$ cat config.mk
export PLATFORM = sky130hd
export DESIGN_NAME = decode_queue_flat
export DESIGN_NICKNAME = d
export VERILOG_FILES = /design/src/rtl/decode_queue_if.sv /design/src/rtl/decode_queue.sv /design/src/flat_wrapper.sv
export SDC_FILE = /design/constraint.sdc
export NUM_CORES = 2
export LEC_CHECK = 0
export BUFFER_PORTS_ARGS = -buffer_cell sky130_fd_sc_hd__buf_2
export CAP_MARGIN = 0
export CORE_ASPECT_RATIO = 1.25
export CORE_UTILIZATION = 55
export DETAILED_ROUTE_END_ITERATION = 8
export GPL_TIMING_DRIVEN = 0
export PLACE_DENSITY = 0.77
export SLEW_MARGIN = 20
export SYNTH_ARGS = -nofsm -noshare
export SYNTH_HDL_FRONTEND = slang
export SYNTH_SLANG_ARGS = --single-unit
$ cat constraint.sdc
create_clock -name clk -period 5.3 [get_ports clk]
set_clock_uncertainty 0.2 [all_clocks]
set_input_delay 1.06 -clock clk [delete_from_list [all_inputs] [get_ports clk]]
set_output_delay 1.06 -clock clk [all_outputs]
set_load 0.01 [all_outputs]
$ cat src/rtl/decode_queue_if.sv
// Fetch/dispatch-facing signal bundle for decode_queue.
// The master side is fetch plus dispatch; the slave side is the queue itself.
interface decode_queue_if #(
  parameter int DEPTH = 8
);
  localparam int CW = $clog2(DEPTH) + 1;

  logic          flush;
  logic [1:0]    enq_cnt;
  logic [31:0]   enq_inst1;
  logic [31:0]   enq_inst2;
  logic [31:0]   enq_pc;
  logic          enq_ready;
  logic          deq_valid1;
  logic          deq_valid2;
  logic [31:0]   deq_inst1;
  logic [31:0]   deq_inst2;
  logic [31:0]   deq_pc1;
  logic [31:0]   deq_pc2;
  logic [1:0]    deq_cnt;
  logic [CW-1:0] count;

  modport master (
    output flush, enq_cnt, enq_inst1, enq_inst2, enq_pc, deq_cnt,
    input  enq_ready, deq_valid1, deq_valid2, deq_inst1, deq_inst2,
           deq_pc1, deq_pc2, count
  );

  modport slave (
    input  flush, enq_cnt, enq_inst1, enq_inst2, enq_pc, deq_cnt,
    output enq_ready, deq_valid1, deq_valid2, deq_inst1, deq_inst2,
           deq_pc1, deq_pc2, count
  );
endinterface

$ cat src/rtl/decode_queue.sv
// Two-wide circular instruction queue between fetch and the paired decoders.
// Enqueues and retires 0-2 instructions per cycle; flush empties it without clearing storage.
module decode_queue #(
  parameter int DEPTH = 8
) (
  input logic           clk,
  input logic           reset,
  decode_queue_if.slave q
);
  localparam int PW = $clog2(DEPTH);
  localparam int CW = PW + 1;
  localparam logic [31:0] NOP = 32'h0000_0013;

  logic [31:0]   inst_q [DEPTH];
  logic [31:0]   inst_d [DEPTH];
  logic [31:0]   pc_q   [DEPTH];
  logic [31:0]   pc_d   [DEPTH];
  logic [PW-1:0] head_q, head_d, tail_q, tail_d;
  logic [PW-1:0] head_nx, tail_nx;
  logic [CW-1:0] count_q, count_d;
  logic          enq_ok, valid1, valid2;
  logic [1:0]    avail, enq_eff, deq_eff;

  assign head_nx = head_q + PW'(1);
  assign tail_nx = tail_q + PW'(1);
  assign enq_ok  = (count_q <= CW'(DEPTH - 2));
  assign valid1  = (count_q != '0);
  assign valid2  = (count_q >= CW'(2));
  assign avail   = {1'b0, valid1} + {1'b0, valid2};

  // Outputs depend only on registered state, never on this cycle's enq/deq counts.
  assign q.enq_ready  = enq_ok;
  assign q.deq_valid1 = valid1;
  assign q.deq_valid2 = valid2;
  assign q.deq_inst1  = valid1 ? inst_q[head_q]  : NOP;
  assign q.deq_inst2  = valid2 ? inst_q[head_nx] : NOP;
  assign q.deq_pc1    = valid1 ? pc_q[head_q]    : 32'd0;
  assign q.deq_pc2    = valid2 ? pc_q[head_nx]   : 32'd0;
  assign q.count      = count_q;

  always_comb begin
    enq_eff = 2'd0;
    if (enq_ok && !q.flush && (q.enq_cnt == 2'd1 || q.enq_cnt == 2'd2))
      enq_eff = q.enq_cnt;
    deq_eff = (q.deq_cnt > avail) ? avail : q.deq_cnt;

    inst_d  = inst_q;
    pc_d    = pc_q;
    head_d  = head_q + PW'(deq_eff);
    tail_d  = tail_q + PW'(enq_eff);
    count_d = count_q + CW'(enq_eff) - CW'(deq_eff);

    if (enq_eff != 2'd0) begin
      inst_d[tail_q] = q.enq_inst1;
      pc_d[tail_q]   = q.enq_pc;
    end
    if (enq_eff == 2'd2) begin
      inst_d[tail_nx] = q.enq_inst2;
      pc_d[tail_nx]   = q.enq_pc + 32'd4;
    end

    // Flush discards this cycle's dequeue; enqueue is already suppressed above.
    if (q.flush) begin
      head_d  = '0;
      tail_d  = '0;
      count_d = '0;
    end
  end

  always_ff @(posedge clk) begin
    if (reset) begin
      for (int i = 0; i < DEPTH; i++) begin
        inst_q[i] <= NOP;
        pc_q[i]   <= 32'd0;
      end
      head_q  <= '0;
      tail_q  <= '0;
      count_q <= '0;
    end else begin
      inst_q  <= inst_d;
      pc_q    <= pc_d;
      head_q  <= head_d;
      tail_q  <= tail_d;
      count_q <= count_d;
    end
  end
endmodule

$ cat src/flat_wrapper.sv
// flat-port wrapper written by rule: the top's interface ports become plain ports
module decode_queue_flat 
#(
  parameter int DEPTH = 8
)
  (clk, reset, q_flush, q_enq_cnt, q_enq_inst1, q_enq_inst2, q_enq_pc, q_deq_cnt, q_enq_ready, q_deq_valid1, q_deq_valid2, q_deq_inst1, q_deq_inst2, q_deq_pc1, q_deq_pc2, q_count);
  decode_queue_if #(.DEPTH(DEPTH)) q_i ();
  input logic clk;
  input logic reset;
  input wire logic [$bits(q_i.flush)-1:0] q_flush;
  input wire logic [$bits(q_i.enq_cnt)-1:0] q_enq_cnt;
  input wire logic [$bits(q_i.enq_inst1)-1:0] q_enq_inst1;
  input wire logic [$bits(q_i.enq_inst2)-1:0] q_enq_inst2;
  input wire logic [$bits(q_i.enq_pc)-1:0] q_enq_pc;
  input wire logic [$bits(q_i.deq_cnt)-1:0] q_deq_cnt;
  output wire logic [$bits(q_i.enq_ready)-1:0] q_enq_ready;
  output wire logic [$bits(q_i.deq_valid1)-1:0] q_deq_valid1;
  output wire logic [$bits(q_i.deq_valid2)-1:0] q_deq_valid2;
  output wire logic [$bits(q_i.deq_inst1)-1:0] q_deq_inst1;
  output wire logic [$bits(q_i.deq_inst2)-1:0] q_deq_inst2;
  output wire logic [$bits(q_i.deq_pc1)-1:0] q_deq_pc1;
  output wire logic [$bits(q_i.deq_pc2)-1:0] q_deq_pc2;
  output wire logic [$bits(q_i.count)-1:0] q_count;
  assign q_i.flush = q_flush;
  assign q_i.enq_cnt = q_enq_cnt;
  assign q_i.enq_inst1 = q_enq_inst1;
  assign q_i.enq_inst2 = q_enq_inst2;
  assign q_i.enq_pc = q_enq_pc;
  assign q_i.deq_cnt = q_deq_cnt;
  assign q_enq_ready = q_i.enq_ready;
  assign q_deq_valid1 = q_i.deq_valid1;
  assign q_deq_valid2 = q_i.deq_valid2;
  assign q_deq_inst1 = q_i.deq_inst1;
  assign q_deq_inst2 = q_i.deq_inst2;
  assign q_deq_pc1 = q_i.deq_pc1;
  assign q_deq_pc2 = q_i.deq_pc2;
  assign q_count = q_i.count;
  decode_queue #(.DEPTH(DEPTH)) u_core (.clk(clk), .reset(reset), .q(q_i));
endmodule
==> flow_summary.json <==
{
  "clk_transition_reported_paths_ns": 0.06,
  "synth_area_um2": 32500,
  "syn_area_per_cell_um2": 8.75,
  "ys_ff_latch": 522,
  "grt_antenna_before_repair": 13,
  "cp_slowest_stage_delay_ns": 0.85,
  "fp-row-count": 99,
  "seqCellArea_um2": 10500,
  "crit_chain": "ha_1 -> clkbuf_1 -> buf_2 -> mux4_2 -> nand2_1 -> a21oi_1 -> buf_2",
  "final_area_um2": 36300,
  "slew_viol_final": 0,
  "status": "finished, violations left",
  "synth_cells": 3715,
  "numCtsBuffers": 55,
  "rsz0062_at_grt": "no",
  "cellLeakagePower_nw": 11.6,
  "p_int_mw": 7.33,
  "cp_slowest_cell": "clkbuf_1",
  "n_fill_cell": 5132,
  "switching_power_mw": 4.35,
  "crit_path_max_fanout": 10,
  "grt_pass1_vias": 34931,
  "die_h_um": 274,
  "ys_types": 71,
  "syn-num-nets": 3837,
  "first_iter_violations": 6299,
  "initial_core_util": 0.557,
  "cp_num_buf_inv": 3,
  "yosys_warnings": 0,
  "cts_tree": "built",
  "final_hold_viol_count": 0,
  "finalNetCount": 4070,
  "grt_pass1_wl_um": 242000,
  "root_buffer": "clkbuf_16",
  "synth_top_area_share": 0.322,
  "hold_class": "flop to flop",
  "synth_edf_count": 0,
  "setup_violations": 10,
  "critPathTopFamily": "buffers and inverters",
  "start_kind": "flop",
  "slew_headroom": 0.115,
  "endpoint_kind": "output port",
  "multiInputGateArea_um2": 20200,
  "post_dp_cell_area_um2": 34400,
  "die_area_um2": 60100,
  "clock_latency_ns": 0.65,
  "required_ns": 4.04,
  "hold_buffers": 0,
  "wl_um": 172000,
  "drive_above_1_share": 0.174,
  "fin_ws_ns": -0.0934,
  "clock_path_buffers": 3,
  "vias": 36787,
  "htree_levels": 2,
  "violations": "design-rule violations, negative setup slack",
  "first_pass_iters": 9,
  "synth_area_leaders": "dfxtp_1 (32%), mux4_2 (18%), nand2_1 (6.8%)",
  "ys_seq_area_frac": 0.322,
  "synthToLayoutAreaGrowth_pct": 11.8,
  "avgRoutedWirePerCell_um": 36.2,
  "power_mw": 11.7,
  "die_x_um": 219,
  "p_sw_frac": 0.373,
  "place_hpwl_um": 119000,
  "peakVddDrop_uv": 291,
  "vias_per_cell": 7.74,
  "fin_crit_sh": 1.02,
  "grt_use_total": 0.564,
  "p_seq_frac": 0.356,
  "grt-ovfl-total": 0,
  "drv_cap": 0,
  "cts.sinks": 522,
  "io_pins": 238,
  "mostFrequentLayoutCells": "nand2_1 (585), dfxtp_1 (522), nor2_1 (435), clkbuf_1 (319), mux4_2 (256)",
  "ys.flop_type": "dfxtp_1",
  "yosysTopAreaCell": "dfxtp_1",
  "gp_congestion": 1.06,
  "drc": 10,
  "fmax_ghz": 0.185,
  "power_density_nw_per_um2": 321,
  "p_comb_frac": 0.301,
  "port_buffers": 167,
  "core_area_um2": 58300,
  "ant_nets": 0,
  "clockPowerShare": 0.343,
  "ys_async_sr_fraction": 0,
  "fin_crit_ns": 5.39,
  "post_cts_buffers": 0,
  "path_class": "flop to output port",
  "cpMostUsedCell": "buf_2",
  "worstMarginPinSlew_ns": 1.33,
  "final_common_cell": "nand2_1",
  "grt_start_max_net_pins": 15,
  "critPathArrivalTime_ns": 4.13
}
-- power by group through the flow --
stage	clock, mW	sequential [mW]	combinational, mW
after floorplan	0	4.19	1.99
after global routing	4.06	4.16	3.56
after global placement	0	4.23	3.20
after CTS	3.90	4.14	3.26
after detailed placement	0	4.23	3.24
final	4.01	4.16	3.51
-- routing by layer --
| metal | wire length (µm) | track usage | vias up |
|---|---|---|---|
| li1 | - | - | 14335 |
| met2 | 70400 | 0.804 | 3851 |
| met5 | 117 | 0.0179 | - |
| met3 | 27700 | 0.250 | 1345 |
| met4 | 20000 | 0.516 | 13 |
| met1 | 53600 | 0.626 | 17243 |
-- state kept, by name (all words and copies together), names as in the netlist --
register        cells
u_core.tail_q       3
u_core.inst_q     256
u_core.pc_q       256
u_core.q.count      4
u_core.head_q       3
-- per-stage QoR --
step	hold WS [ns]	setup slack, ns	utilization	TNS [ns]	instances
after floorplan	0.239	1.17	-	0	3715
after global placement	0.249	-1.20	0.587	-16.45	4639
after detailed placement	0.260	-0.270	0.590	-0.659	4647
after CTS	0.268	0.00920	0.621	0	4742
after global routing	0.279	0.00146	0.622	0	4746
final	0.276	-0.0934	0.623	-0.290	4750
-- path summary, 6_finish.rpt --
kind	startpoint	end	slack, ns	depth (start not counted)
worst min register to register	u_core.pc_q[1]	u_core.pc_q[1]	0.28	2
worst max register to register	u_core.q.count[2]	u_core.q.count[2]	0.30	21
worst min-delay path	u_core.pc_q[1]	u_core.pc_q[1]	0.28	2
worst max-delay path	u_core.head_q[1]	q_deq_pc2[30]	-0.09	7
-- cells by family after synthesis --
| group | share of synthesized area |
|---|---|
| compound gates | 0.206 |
| mux | 0.232 |
| fa+ha+maj | 0.00824 |
| xor+xnor | 0.00562 |
| buf+inv | 0.0608 |
| simple gates | 0.166 |
| flops | 0.322 |
-- area by class of cell --
class,count,share of cell area
multi-input cells,2699,0.555
flip-flops and latches,522,0.288
plain buffers,472,0.0544
clock buffers,83,0.0455
well taps,757,0.0261
repair buffers,176,0.0255
clock inverters,12,0.00293
inverters,22,0.00227
diodes,7,0.000482
-- cells in the mapped netlist (all sizes together) (10+ instances only) --
| cell type | count |
|---|---|
| nand3 | 60 |
| and3 | 58 |
| o22ai | 13 |
| clkbuf | 368 |
| mux2i | 178 |
| nor3 | 61 |
| dfxtp | 522 |
| a31oi | 23 |
| o311ai | 11 |
| a311oi | 186 |
| a22oi | 112 |
| ha | 15 |
| o211ai | 17 |
| nor2b | 10 |
| a32oi | 29 |
| inv | 21 |
| buf | 104 |
| a21oi | 214 |
| a211oi | 201 |
| nor4 | 10 |
| o21ai | 101 |
| nand4 | 11 |
| and2 | 13 |
| xnor2 | 13 |
| mux4 | 256 |
| nand2 | 587 |
| nor2 | 444 |
-- timing repair --
item,CTS,global route
endpoints found under the hold margin,0,0
endpoints found under the setup margin,65,71
gates resized for setup,11,29
pin swaps,0,0
-- worst min-delay path, cell delays in order (launching register included) --
cell and delay [ns]:
dfxtp_1 0.32, nand2_1 0.06, a21oi_1 0.05
Note: power is estimated with default switching activity, not from simulation.
